File: src/rtl/ss_pkg.sv
// Shared types and constants for the save-state sequencer.
// Index slot and default geometry of the mapper save-state port.
package ss_pkg;

  localparam int unsigned REG_CNT_DEF  = 16;
  localparam int unsigned IDX_SLOT_DEF = 127;
  localparam int unsigned SETTLE_DEF   = 4;
  localparam int unsigned MEM_BASE_DEF = 0;
  localparam int unsigned SETTLE_W     = 4;

  typedef enum logic [2:0] {
    IDLE,
    SV_ADDR,
    SV_MEM,
    LD_CHK,
    LD_MEM,
    LD_WR,
    LD_GAP,
    FIN
  } ss_state_e;

  // Buffer addresses wrap modulo 256.
  function automatic logic [7:0] buf_addr(input logic [7:0] base, input logic [7:0] off);
    return base + off;
  endfunction

endpackage

File: src/rtl/ss_settle_cnt.sv
// Load/countdown timer holding the mapper port stable for a programmable number of cycles.
// The zero flag is high on the final settle cycle and while idle.
module ss_settle_cnt
  import ss_pkg::*;
(
  input  logic                clk,
  input  logic                rst_n,
  input  logic                load_i,
  input  logic [SETTLE_W-1:0] load_val_i,
  output logic                zero_o
);

  logic [SETTLE_W-1:0] cnt_q;

  always_ff @(posedge clk or negedge rst_n) begin
    if (!rst_n) begin
      cnt_q <= '0;
    end else if (load_i) begin
      cnt_q <= load_val_i;
    end else if (cnt_q != '0) begin
      cnt_q <= cnt_q - SETTLE_W'(1);
    end
  end

  assign zero_o = (cnt_q == '0);

endmodule

File: src/rtl/ss_seq.sv
// Save-state sequencer: copies mapper state slots to an external buffer and restores them.
//   state   | meaning
//   IDLE    | waiting for cmd_save / cmd_load
//   SV_ADDR | ss_addr = slot, settling before sampling ss_rdat
//   SV_MEM  | buffer write of the sampled slot byte, waiting for mem_ack
//   LD_CHK  | buffer read of the stored mapper index, compared on ack
//   LD_MEM  | buffer read of the next slot byte
//   LD_WR   | ss_we high for SETTLE cycles
//   LD_GAP  | ss_we low for one cycle before ss_addr moves on
//   FIN     | done pulse, ss_act low
module ss_seq
  import ss_pkg::*;
#(
  parameter int unsigned REG_CNT  = REG_CNT_DEF,
  parameter int unsigned IDX_SLOT = IDX_SLOT_DEF,
  parameter int unsigned SETTLE   = SETTLE_DEF,
  parameter int unsigned MEM_BASE = MEM_BASE_DEF
) (
  input  logic       clk,
  input  logic       rst_n,
  input  logic       cmd_save,
  input  logic       cmd_load,
  output logic       busy,
  output logic       done,
  output logic       err,
  output logic       ss_act,
  output logic       ss_we,
  output logic [7:0] ss_addr,
  output logic [7:0] ss_wdat,
  input  logic [7:0] ss_rdat,
  output logic       mem_req,
  output logic       mem_we,
  output logic [7:0] mem_addr,
  output logic [7:0] mem_wdat,
  input  logic [7:0] mem_rdat,
  input  logic       mem_ack
);

  localparam int unsigned SW = $clog2(REG_CNT + 1);
  localparam logic [SW-1:0] LAST_REG = SW'(REG_CNT - 1);
  // Slot counter value REG_CNT stands for the mapper-index slot.
  localparam logic [SW-1:0] IDX_POS = SW'(REG_CNT);
  localparam logic [7:0] IDX_SLOT_B = 8'(IDX_SLOT);
  localparam logic [7:0] MEM_BASE_B = 8'(MEM_BASE);
  localparam logic [7:0] IDX_OFS_B  = 8'(REG_CNT);
  localparam logic [SETTLE_W-1:0] SETTLE_LD = SETTLE_W'(SETTLE - 1);

  ss_state_e   state_q;
  logic [SW-1:0] slot_q;
  logic        busy_q;
  logic        done_q;
  logic        err_q;
  logic        ss_act_q;
  logic        ss_we_q;
  logic [7:0]  ss_addr_q;
  logic [7:0]  ss_wdat_q;
  logic        mem_req_q;
  logic        mem_we_q;
  logic [7:0]  mem_addr_q;
  logic [7:0]  mem_wdat_q;

  logic          ack_ok;
  logic          settle_load;
  logic          settle_zero;
  logic [SW-1:0] slot_inc;

  function automatic logic [7:0] slot_to_addr(input logic [SW-1:0] s);
    if (s == IDX_POS) return IDX_SLOT_B;
    return 8'(s);
  endfunction

  assign ack_ok   = mem_ack & mem_req_q;
  assign slot_inc = slot_q + SW'(1);

  // The timer is loaded on the same edge that enters SV_ADDR or LD_WR.
  always_comb begin
    settle_load = 1'b0;
    case (state_q)
      IDLE:    settle_load = cmd_save;
      SV_MEM:  settle_load = ack_ok && (slot_q != IDX_POS);
      LD_MEM:  settle_load = ack_ok;
      default: settle_load = 1'b0;
    endcase
  end

  ss_settle_cnt u_settle (
    .clk        (clk),
    .rst_n      (rst_n),
    .load_i     (settle_load),
    .load_val_i (SETTLE_LD),
    .zero_o     (settle_zero)
  );

  always_ff @(posedge clk or negedge rst_n) begin
    if (!rst_n) begin
      state_q    <= IDLE;
      slot_q     <= '0;
      busy_q     <= 1'b0;
      done_q     <= 1'b0;
      err_q      <= 1'b0;
      ss_act_q   <= 1'b0;
      ss_we_q    <= 1'b0;
      ss_addr_q  <= '0;
      ss_wdat_q  <= '0;
      mem_req_q  <= 1'b0;
      mem_we_q   <= 1'b0;
      mem_addr_q <= '0;
      mem_wdat_q <= '0;
    end else begin
      case (state_q)
        IDLE: begin
          done_q <= 1'b0;
          if (cmd_save) begin
            err_q     <= 1'b0;
            busy_q    <= 1'b1;
            ss_act_q  <= 1'b1;
            slot_q    <= '0;
            ss_addr_q <= slot_to_addr('0);
            state_q   <= SV_ADDR;
          end else if (cmd_load) begin
            err_q      <= 1'b0;
            busy_q     <= 1'b1;
            ss_act_q   <= 1'b1;
            slot_q     <= '0;
            ss_addr_q  <= IDX_SLOT_B;
            mem_req_q  <= 1'b1;
            mem_we_q   <= 1'b0;
            mem_addr_q <= buf_addr(MEM_BASE_B, IDX_OFS_B);
            state_q    <= LD_CHK;
          end
        end

        SV_ADDR: begin
          if (settle_zero) begin
            mem_wdat_q <= ss_rdat;
            mem_req_q  <= 1'b1;
            mem_we_q   <= 1'b1;
            mem_addr_q <= buf_addr(MEM_BASE_B, 8'(slot_q));
            state_q    <= SV_MEM;
          end
        end

        SV_MEM: begin
          if (ack_ok) begin
            mem_req_q <= 1'b0;
            mem_we_q  <= 1'b0;
            if (slot_q == IDX_POS) begin
              busy_q    <= 1'b0;
              ss_act_q  <= 1'b0;
              done_q    <= 1'b1;
              ss_addr_q <= '0;
              state_q   <= FIN;
            end else begin
              slot_q    <= slot_inc;
              ss_addr_q <= slot_to_addr(slot_inc);
              state_q   <= SV_ADDR;
            end
          end
        end

        LD_CHK: begin
          if (ack_ok) begin
            if (mem_rdat != ss_rdat) begin
              mem_req_q <= 1'b0;
              err_q     <= 1'b1;
              busy_q    <= 1'b0;
              ss_act_q  <= 1'b0;
              done_q    <= 1'b1;
              ss_addr_q <= '0;
              state_q   <= FIN;
            end else begin
              // Back-to-back request: the index read completes on this edge.
              mem_req_q  <= 1'b1;
              mem_addr_q <= buf_addr(MEM_BASE_B, 8'h00);
              slot_q     <= '0;
              state_q    <= LD_MEM;
            end
          end
        end

        LD_MEM: begin
          if (ack_ok) begin
            mem_req_q <= 1'b0;
            ss_wdat_q <= mem_rdat;
            ss_addr_q <= slot_to_addr(slot_q);
            ss_we_q   <= 1'b1;
            state_q   <= LD_WR;
          end
        end

        LD_WR: begin
          if (settle_zero) begin
            ss_we_q <= 1'b0;
            state_q <= LD_GAP;
          end
        end

        LD_GAP: begin
          if (slot_q == LAST_REG) begin
            busy_q    <= 1'b0;
            ss_act_q  <= 1'b0;
            done_q    <= 1'b1;
            ss_addr_q <= '0;
            state_q   <= FIN;
          end else begin
            slot_q     <= slot_inc;
            mem_req_q  <= 1'b1;
            mem_addr_q <= buf_addr(MEM_BASE_B, 8'(slot_inc));
            state_q    <= LD_MEM;
          end
        end

        FIN: begin
          done_q  <= 1'b0;
          slot_q  <= '0;
          state_q <= IDLE;
        end

        default: state_q <= IDLE;
      endcase
    end
  end

  assign busy     = busy_q;
  assign done     = done_q;
  assign err      = err_q;
  assign ss_act   = ss_act_q;
  assign ss_we    = ss_we_q;
  assign ss_addr  = ss_addr_q;
  assign ss_wdat  = ss_wdat_q;
  assign mem_req  = mem_req_q;
  assign mem_we   = mem_we_q;
  assign mem_addr = mem_addr_q;
  assign mem_wdat = mem_wdat_q;

endmodule

File: config.mk
export PLATFORM = sky130hd
export DESIGN_NAME = ss_seq
export DESIGN_NICKNAME = d
export VERILOG_FILES = /design/src/rtl/ss_pkg.sv /design/src/rtl/ss_settle_cnt.sv /design/src/rtl/ss_seq.sv
export SDC_FILE = /design/constraint.sdc
export NUM_CORES = 1
export LEC_CHECK = 0
export BUFFER_PORTS_ARGS = -buffer_cell sky130_fd_sc_hd__buf_2
export CAP_MARGIN = 25
export CORE_ASPECT_RATIO = 0.75
export CORE_MARGIN = 3
export CORE_UTILIZATION = 30
export DETAILED_ROUTE_END_ITERATION = 6
export GPL_ROUTABILITY_DRIVEN = 1
export MAX_ROUTING_LAYER = met4
export PLACE_DENSITY_LB_ADDON = 0.08
export RECOVER_POWER = 100
export SYNTH_ARGS = -nofsm -noshare
export SYNTH_HDL_FRONTEND = slang
export SYNTH_SLANG_ARGS = --single-unit
File: constraint.sdc
create_clock -name clk -period 2.7 [get_ports clk]
set_input_delay 0.405 -clock clk [delete_from_list [all_inputs] [get_ports clk]]
set_output_delay 0.405 -clock clk [all_outputs]
set_load 0.05 [all_outputs]
After elaboration in Yosys (flattened, before gate mapping)

Cells that the tools add are included.

Memories kept: 0
Flip-flop bits (word level): 50
Output and inout bits: 39
Latch bits: 0
Bits in writable memories: 0
Bits in read-only memories: 0

$mul: 0
Bitwise gates (word level): 1
Reduce and logical (&&, ||, !) cells: 28
Muxes and demuxes: 78
Shift operators: 0
Equal/unequal tests: 27
Divide/modulo/power cells: 0
Magnitude comparators: 0
$add $sub $neg: 2

Operators with widths:

| operator              | number |
|---|---|
| $mux W8               | 18 |
| $pmux W8 S5           | 1 |
| $mux W5               | 7 |
| $reduce_and A7 Y1     | 5 |
| $pmux W8 S4           | 1 |
| $mux W1               | 30 |
| $ne A2 B2 Y1 const B  | 13 |
| $pmux W5 S5           | 1 |
| $mux W3               | 8 |
| $pmux W3 S8           | 1 |
| $reduce_bool A4 Y1    | 4 |
| $reduce_bool A5 Y1    | 3 |
| $eq A3 B3 Y1 const B  | 4 |
| $reduce_and A6 Y1     | 2 |
| $eq A5 B5 Y1 const B  | 2 |
| $mux W4               | 2 |
| $ne A8 B8 Y1          | 1 |
| $pmux W1 S4           | 2 |
| $eq A3 B2 Y1 const B  | 2 |
| $pmux W1 S3           | 2 |
| $reduce_bool A2 Y1    | 3 |
| $add A5 B1 Y5 const B | 1 |
| $eq A5 B4 Y1 const B  | 1 |
| $ne A5 B5 Y1 const B  | 1 |
| 17 further kinds      | 21 |

Logic depth before layout (Yosys ltp)

Word-level depth: 10
Depth in mapped cells: 8
Mapped depth without buffers: 8

Cells and area by module

From an unflattened synthesis, not the netlist that was laid out.

Cell total of the unflattened synthesis: 279
Area, all modules: 2839.0 um2

By module, submodules not included:

| module        | instances | area an instance (um2) | sequential area each (um2) | cells an instance |
|---|---|---|---|---|
| ss_seq        | 1         | 2605.0                 | 1026.0                     | 257 |
| ss_settle_cnt | 1         | 234.0                  | 100.1                      | 22 |

Least setup slack after synthesis

No wires, ideal clock.

Path kind: register -> register
Start point: reg slot_q[0]
End point: reg ss_addr_q[0] (netlist: ss_addr[0])
Library setup time: 0.126 ns
Stages on the path, launching flop included: 8
Arrival: 1.952 ns
Data required time: 2.574 ns
Setup slack: 0.622 ns
Clock period less this slack: 2.078 ns
Path through: dfrtp_1 > ha_1 > and3_1 > ha_1 > nor3_1 > a221oi_1 > a31oi_1 > o32a_1

Cells in the longest elaborated chain, start to end: 10
Elaborated cells between the ends (all ways): 19

Ends and longest elaborated chain:

| element                | line          | text |
|---|---|---|
| from (decl)            | ss_seq.sv:49  | `logic [SW-1:0] slot_q;` |
| from (signal assigned) | ss_seq.sv:154 | `slot_q <= slot_inc;` |
| from (signal assigned) | ss_seq.sv:206 | `slot_q <= slot_inc;` |
| $add A5 B1 Y5          | ss_seq.sv:73  | `assign slot_inc = slot_q + SW'(1);` |
| $eq A5 B5 Y1           | ss_seq.sv:68  | `if (s == IDX_POS) return IDX_SLOT_B;` |
| $mux W1                | ss_seq.sv:68  |  |
| $mux W1                | ss_seq.sv:147 | `if (slot_q == IDX_POS) begin` |
| $mux W1                | ss_seq.sv:144 | `if (ack_ok) begin` |
| $mux W1                | ss_seq.sv:110 | `case (state_q)` |
| $mux W8                | ss_seq.sv:69  | `return 8'(s);` |
| $mux W8                | ss_seq.sv:147 |  |
| $mux W8                | ss_seq.sv:144 |  |
| $pmux W8 S5            | ss_seq.sv:110 |  |
| to (signal assigned)   | ss_seq.sv:118 | `ss_addr_q <= slot_to_addr('0);` |
| to (signal assigned)   | ss_seq.sv:155 | `ss_addr_q <= slot_to_addr(slot_inc);` |
| to (signal assigned)   | ss_seq.sv:185 | `ss_addr_q <= slot_to_addr(slot_q);` |
| to (decl)              | ss_seq.sv:55  | `logic [7:0] ss_addr_q;` |

Parallel ways exist; a longest one is shown, timed or not. The select of a mux whose other input is x is not followed.
A chain may end at the register's enable or synchronous reset.

Worst setup path after layout

Start point: reg state_q[0]
End point: reg ss_wdat_q[5] (netlist: ss_wdat[5])

Cells in the longest elaborated chain, start to end: 2

Ends and longest elaborated chain:

| element                            | line          | text |
|---|---|---|
| from (decl)                        | ss_seq.sv:48  | `ss_state_e state_q;` |
| from (signal assigned)             | ss_seq.sv:96  | `state_q <= IDLE;` |
| from (signal assigned)             | ss_seq.sv:119 | `state_q <= SV_ADDR;` |
| from (signal assigned)             | ss_seq.sv:129 | `state_q <= LD_CHK;` |
| $eq A3 B3 Y1                       | ss_seq.sv:110 |  |
| $reduce_and A2 Y1 (no source line) | n/a           |  |
| to (signal assigned)               | ss_seq.sv:184 | `ss_wdat_q <= mem_rdat;` |
| to (decl)                          | ss_seq.sv:56  | `logic [7:0] ss_wdat_q;` |

Every way passes these cells.

==> implementation parameters <==
Parameter                              Value

Synth
  Largest area contributor in the netlist ... sky130_fd_sc_hd__dfrtp_1
  Mapped Avg Cell Area ... 9.936 µm²
  Mapped cell area ... 2693 µm²
  Predominant post-synthesis flop cell ... sky130_fd_sc_hd__dfrtp_1
  Most numerous cell types in the synthesized netlist ... 45 x sky130_fd_sc_hd__dfrtp_1, 25 x sky130_fd_sc_hd__nand2_1, 24 x sky130_fd_sc_hd__mux2_2
  Ys Warns ... 0
  Sequential cell area fraction in the yosys report ... around two fifths
  Area fraction of the dominant cell type after synthesis ... about two fifths
  Register bit count reported by yosys ... 45
  Most frequent cell after synthesis ... sky130_fd_sc_hd__dfrtp_1
  Distinct cell type count after synthesis ... 60
  Cell count after synthesis ... between 200 and 300
  EDFF count, synth ... 0
  Async set-reset flop share out of synthesis ... between 90% and 100%
  Largest cells by area after synthesis ... sky130_fd_sc_hd__dfrtp_1 42%, sky130_fd_sc_hd__mux2_2 10%, sky130_fd_sc_hd__o21ai_0 3.7%

STA
  Setup-violating endpoint count in the final report ... 0
  Fmax ... a little over 400 MHz
  Setup repair after global routing missed its margin ... no
  Final Max Tran Viols ... 0
  Setup Skew ... approximately 0.0042 ns
  Number of failing hold endpoints at the final stage ... 0
  Final period utilization ... 90.13%
  Total Negative Setup Slacks ... 0 ns
  Worst slew pin tran ... approximately 1.1 ns
  Final period demand of the worst path ... 2.433 ns
  Minimum hold slack ... 0.1857 ns
  Slew headroom ... around a quarter
  Setup slack after layout ... between 0.2 and 0.3 ns

Die
  Vertical extent of the die ... 88.05 µm
  Number of cell rows ... 29
  Chip width ... around 120 µm
  Number of top-level design ports ... 60
  Die footprint ... between 10000 and 15000 µm²
  Starting density of the core ... between 30% and 40%
  Placeable core region ... between 8000 and 9000 µm²

Critical path
  Startpoint Class ... register
  Critical path required time ... 2.88 ns
  Ordered list of cells on the worst path ... or2b_2 > nor3_1 > mux2_2
  Number of buffers and inverters on the critical path ... 0
  Data arrival time at the worst-slack endpoint ... 2.61 ns
  Kind of end point of the critical path ... register
  Maximum cell stage delay along the critical path ... slightly below 0.9 ns
  Largest fanout on the critical path ... 15
  Slowest library cell on the worst path ... sky130_fd_sc_hd__nor3_1
  CP top delay family ... simple AND/OR/NAND/NOR gates
  Start-to-end type of the worst setup path ... reg -> reg

GRT
  Vias in the first global route ... between 2000 and 2500
  Largest net degree at the start of global routing ... 32
  Number of antenna violations at the first check in global routing ... 0
  Wire length of the first global-routing pass ... approximately 12000 µm
  Residual overflow from global routing ... 0
  Total global-route track usage ... between 10% and 20%

Final layout
  Antenna Diode Count ... 0
  Net count reported at finish ... approximately 360
  Layout cell share with drive strength beyond 1 ... a little over a fifth
  Relative area change from synthesis to final layout ... 16.08%
  Post-layout util ... between 30% and 40%

Placement
  Placement-stage worst setup slack ... around 0.42 ns
  HPWL after detailed placement ... between 5000 and 6000 µm
  Routability congestion estimate from global placement ... approximately 0.83
  Port Buffer Count ... 55

Drt
  Final routed wire length divided by cell count ... ~16 µm
  Wire length reported by the detailed router ... ~7100 µm
  Initial DRC count ... around 110
  Number of iterations in the first detailed-routing pass ... 4
  Post-route ant nets ... 0
  Residual DRC ... 0
  Via/cell ratio ... between 5 and 6
  Via count ... 2221

Clock tree
  CTS tree ... done
  Clock Tree Root ... sky130_fd_sc_hd__clkbuf_16
  Post-cts sizing count ... 0
  CTS max path bufs ... 2
  Skew-Pair Late Insertion Delay ... 0.29 ns
  Sink Count ... between 40 and 50
  Number of buffers inserted by post-CTS setup repair ... 0
  CTS hold repair buffers ... 0
  Clock input transition at the sequential cells of the worst setup and hold paths ... roughly 0.060 ns
  Deepest level of the CTS H-tree ... 2
  Number of CTS-inserted buffers ... 5

Pwr
  Static leakage power ... between 1 and 1.5 nW
  Worst ir drop on vdd ... roughly 0.53 mV
  Power after layout ... 0.004271 W
  Pwr Density ... about 1400 nW/µm²

Status
  Run status ... completed

Worst hold path
  Tightest Hold Check Type ... in -> async

Run
  Total of max-cap violations ... 0
-- placed cells by master, fill, tap and decap left out, types with 2 or more instances in the layout --
cell / instances
sky130_fd_sc_hd__a21o_1: 2
sky130_fd_sc_hd__a21oi_1: 12
sky130_fd_sc_hd__a22oi_1: 2
sky130_fd_sc_hd__a2bb2oi_1: 3
sky130_fd_sc_hd__a31oi_1: 4
sky130_fd_sc_hd__buf_2: 18
sky130_fd_sc_hd__buf_4: 10
sky130_fd_sc_hd__clkbuf_1: 40
sky130_fd_sc_hd__clkbuf_16: 5
sky130_fd_sc_hd__conb_1: 4
sky130_fd_sc_hd__dfrtp_1: 45
sky130_fd_sc_hd__ha_1: 4
sky130_fd_sc_hd__inv_1: 10
sky130_fd_sc_hd__mux2_2: 24
sky130_fd_sc_hd__mux2i_1: 3
sky130_fd_sc_hd__nand2_1: 26
sky130_fd_sc_hd__nand2b_1: 4
sky130_fd_sc_hd__nand3_1: 4
sky130_fd_sc_hd__nand3b_1: 2
sky130_fd_sc_hd__nand4_1: 2
sky130_fd_sc_hd__nor2_1: 19
sky130_fd_sc_hd__nor2b_1: 6
sky130_fd_sc_hd__nor3_1: 6
sky130_fd_sc_hd__nor4_1: 4
sky130_fd_sc_hd__o211ai_1: 3
sky130_fd_sc_hd__o21ai_0: 20
sky130_fd_sc_hd__o221ai_1: 3
sky130_fd_sc_hd__o22a_1: 3
sky130_fd_sc_hd__o31ai_1: 3
sky130_fd_sc_hd__o32a_1: 3
sky130_fd_sc_hd__or2_2: 3
sky130_fd_sc_hd__or3_1: 2
sky130_fd_sc_hd__xnor2_1: 9
-- cell families (layout without fill, tap and decap cells) --
kind of cell	count (synthesis)	in the layout	synth area share [%]
AOI/OAI and AO/OA	68	68	18.08
xor gates and xnor gates	10	10	3.253
adders and majority gates	4	4	1.859
buffers and inverters	29	87	5.762
DFF	45	45	41.82
muxes	27	27	11.15
other	1	4	0.1393
and+or+nand+nor	87	87	17.94
-- layout make-up --
| cell class | instances | area, µm² |
|---|---|---|
| Fill cell | 892 | 5474 |
| Multi-Input combinational cell | 200 | 1360 |
| Sequential cell | 45 | 1126 |
| Timing Repair Buffer | 69 | 320.3 |
| Tap cell | 108 | 135.1 |
| Clock buffer | 5 | 125.1 |
| Inverter | 10 | 37.54 |
| Clock inverter | 3 | 21.27 |
-- worst reg2reg max path, cell delays in order, from the launching register on --
cell and delay [ns]:
sky130_fd_sc_hd__dfrtp_1 0.58, sky130_fd_sc_hd__or2b_2 0.44, sky130_fd_sc_hd__nor3_1 0.88, sky130_fd_sc_hd__mux2_2 0.43
-- power by group --
group | internal [W] | leakage, nW | switching (W)
Clock | 0.000345 | 0.0702 | 0.000271
Sequential | 0.000958 | 0.555 | 0.000233
Combinational | 0.000758 | 0.691 | 0.00171
Total | 0.00206 | 1.32 | 0.00221
-- routing by layer --
layer  up-vias  GRT usage [%]  routed length, µm
li1       1096              -                  -
met1      1048          23.75               3848
met2        69          20.17               2748
met3         8          3.591                413
met4         0          4.158                 77
met5         -              -                  0
-- path summary, 6_finish.rpt --
check                                    end  slack, ns  cells after the start       start
max                               ss_wdat[5]       0.27                      3  state_q[0]
min                        u_settle.cnt_q[0]       0.19                      1       rst_n
max reg2reg                       ss_wdat[5]       0.27                      3  state_q[0]
min reg2reg                       ss_addr[1]       0.50                      1  ss_addr[1]
max in group asynchronous          slot_q[0]       1.25                      2       rst_n
min in group clk                 mem_wdat[7]       0.37                      2  ss_rdat[7]
-- stage by stage --
stage	std cells	area, µm²
after global routing	440	3126
after floorplan	274	2704
after global placement	432	3102
after CTS	440	3248
after detailed placement	432	3102
final	440	3126
-- state kept, by name (all words and copies together), names as in the netlist, 3 cells and up --
| signal | count |
|---|---|
| mem_wdat | 8 |
| ss_wdat | 8 |
| ss_addr | 6 |
| mem_addr | 5 |
| slot_q | 5 |
| u_settle.cnt_q | 4 |
| state_q | 3 |
(Power assumes the default switching activity.)
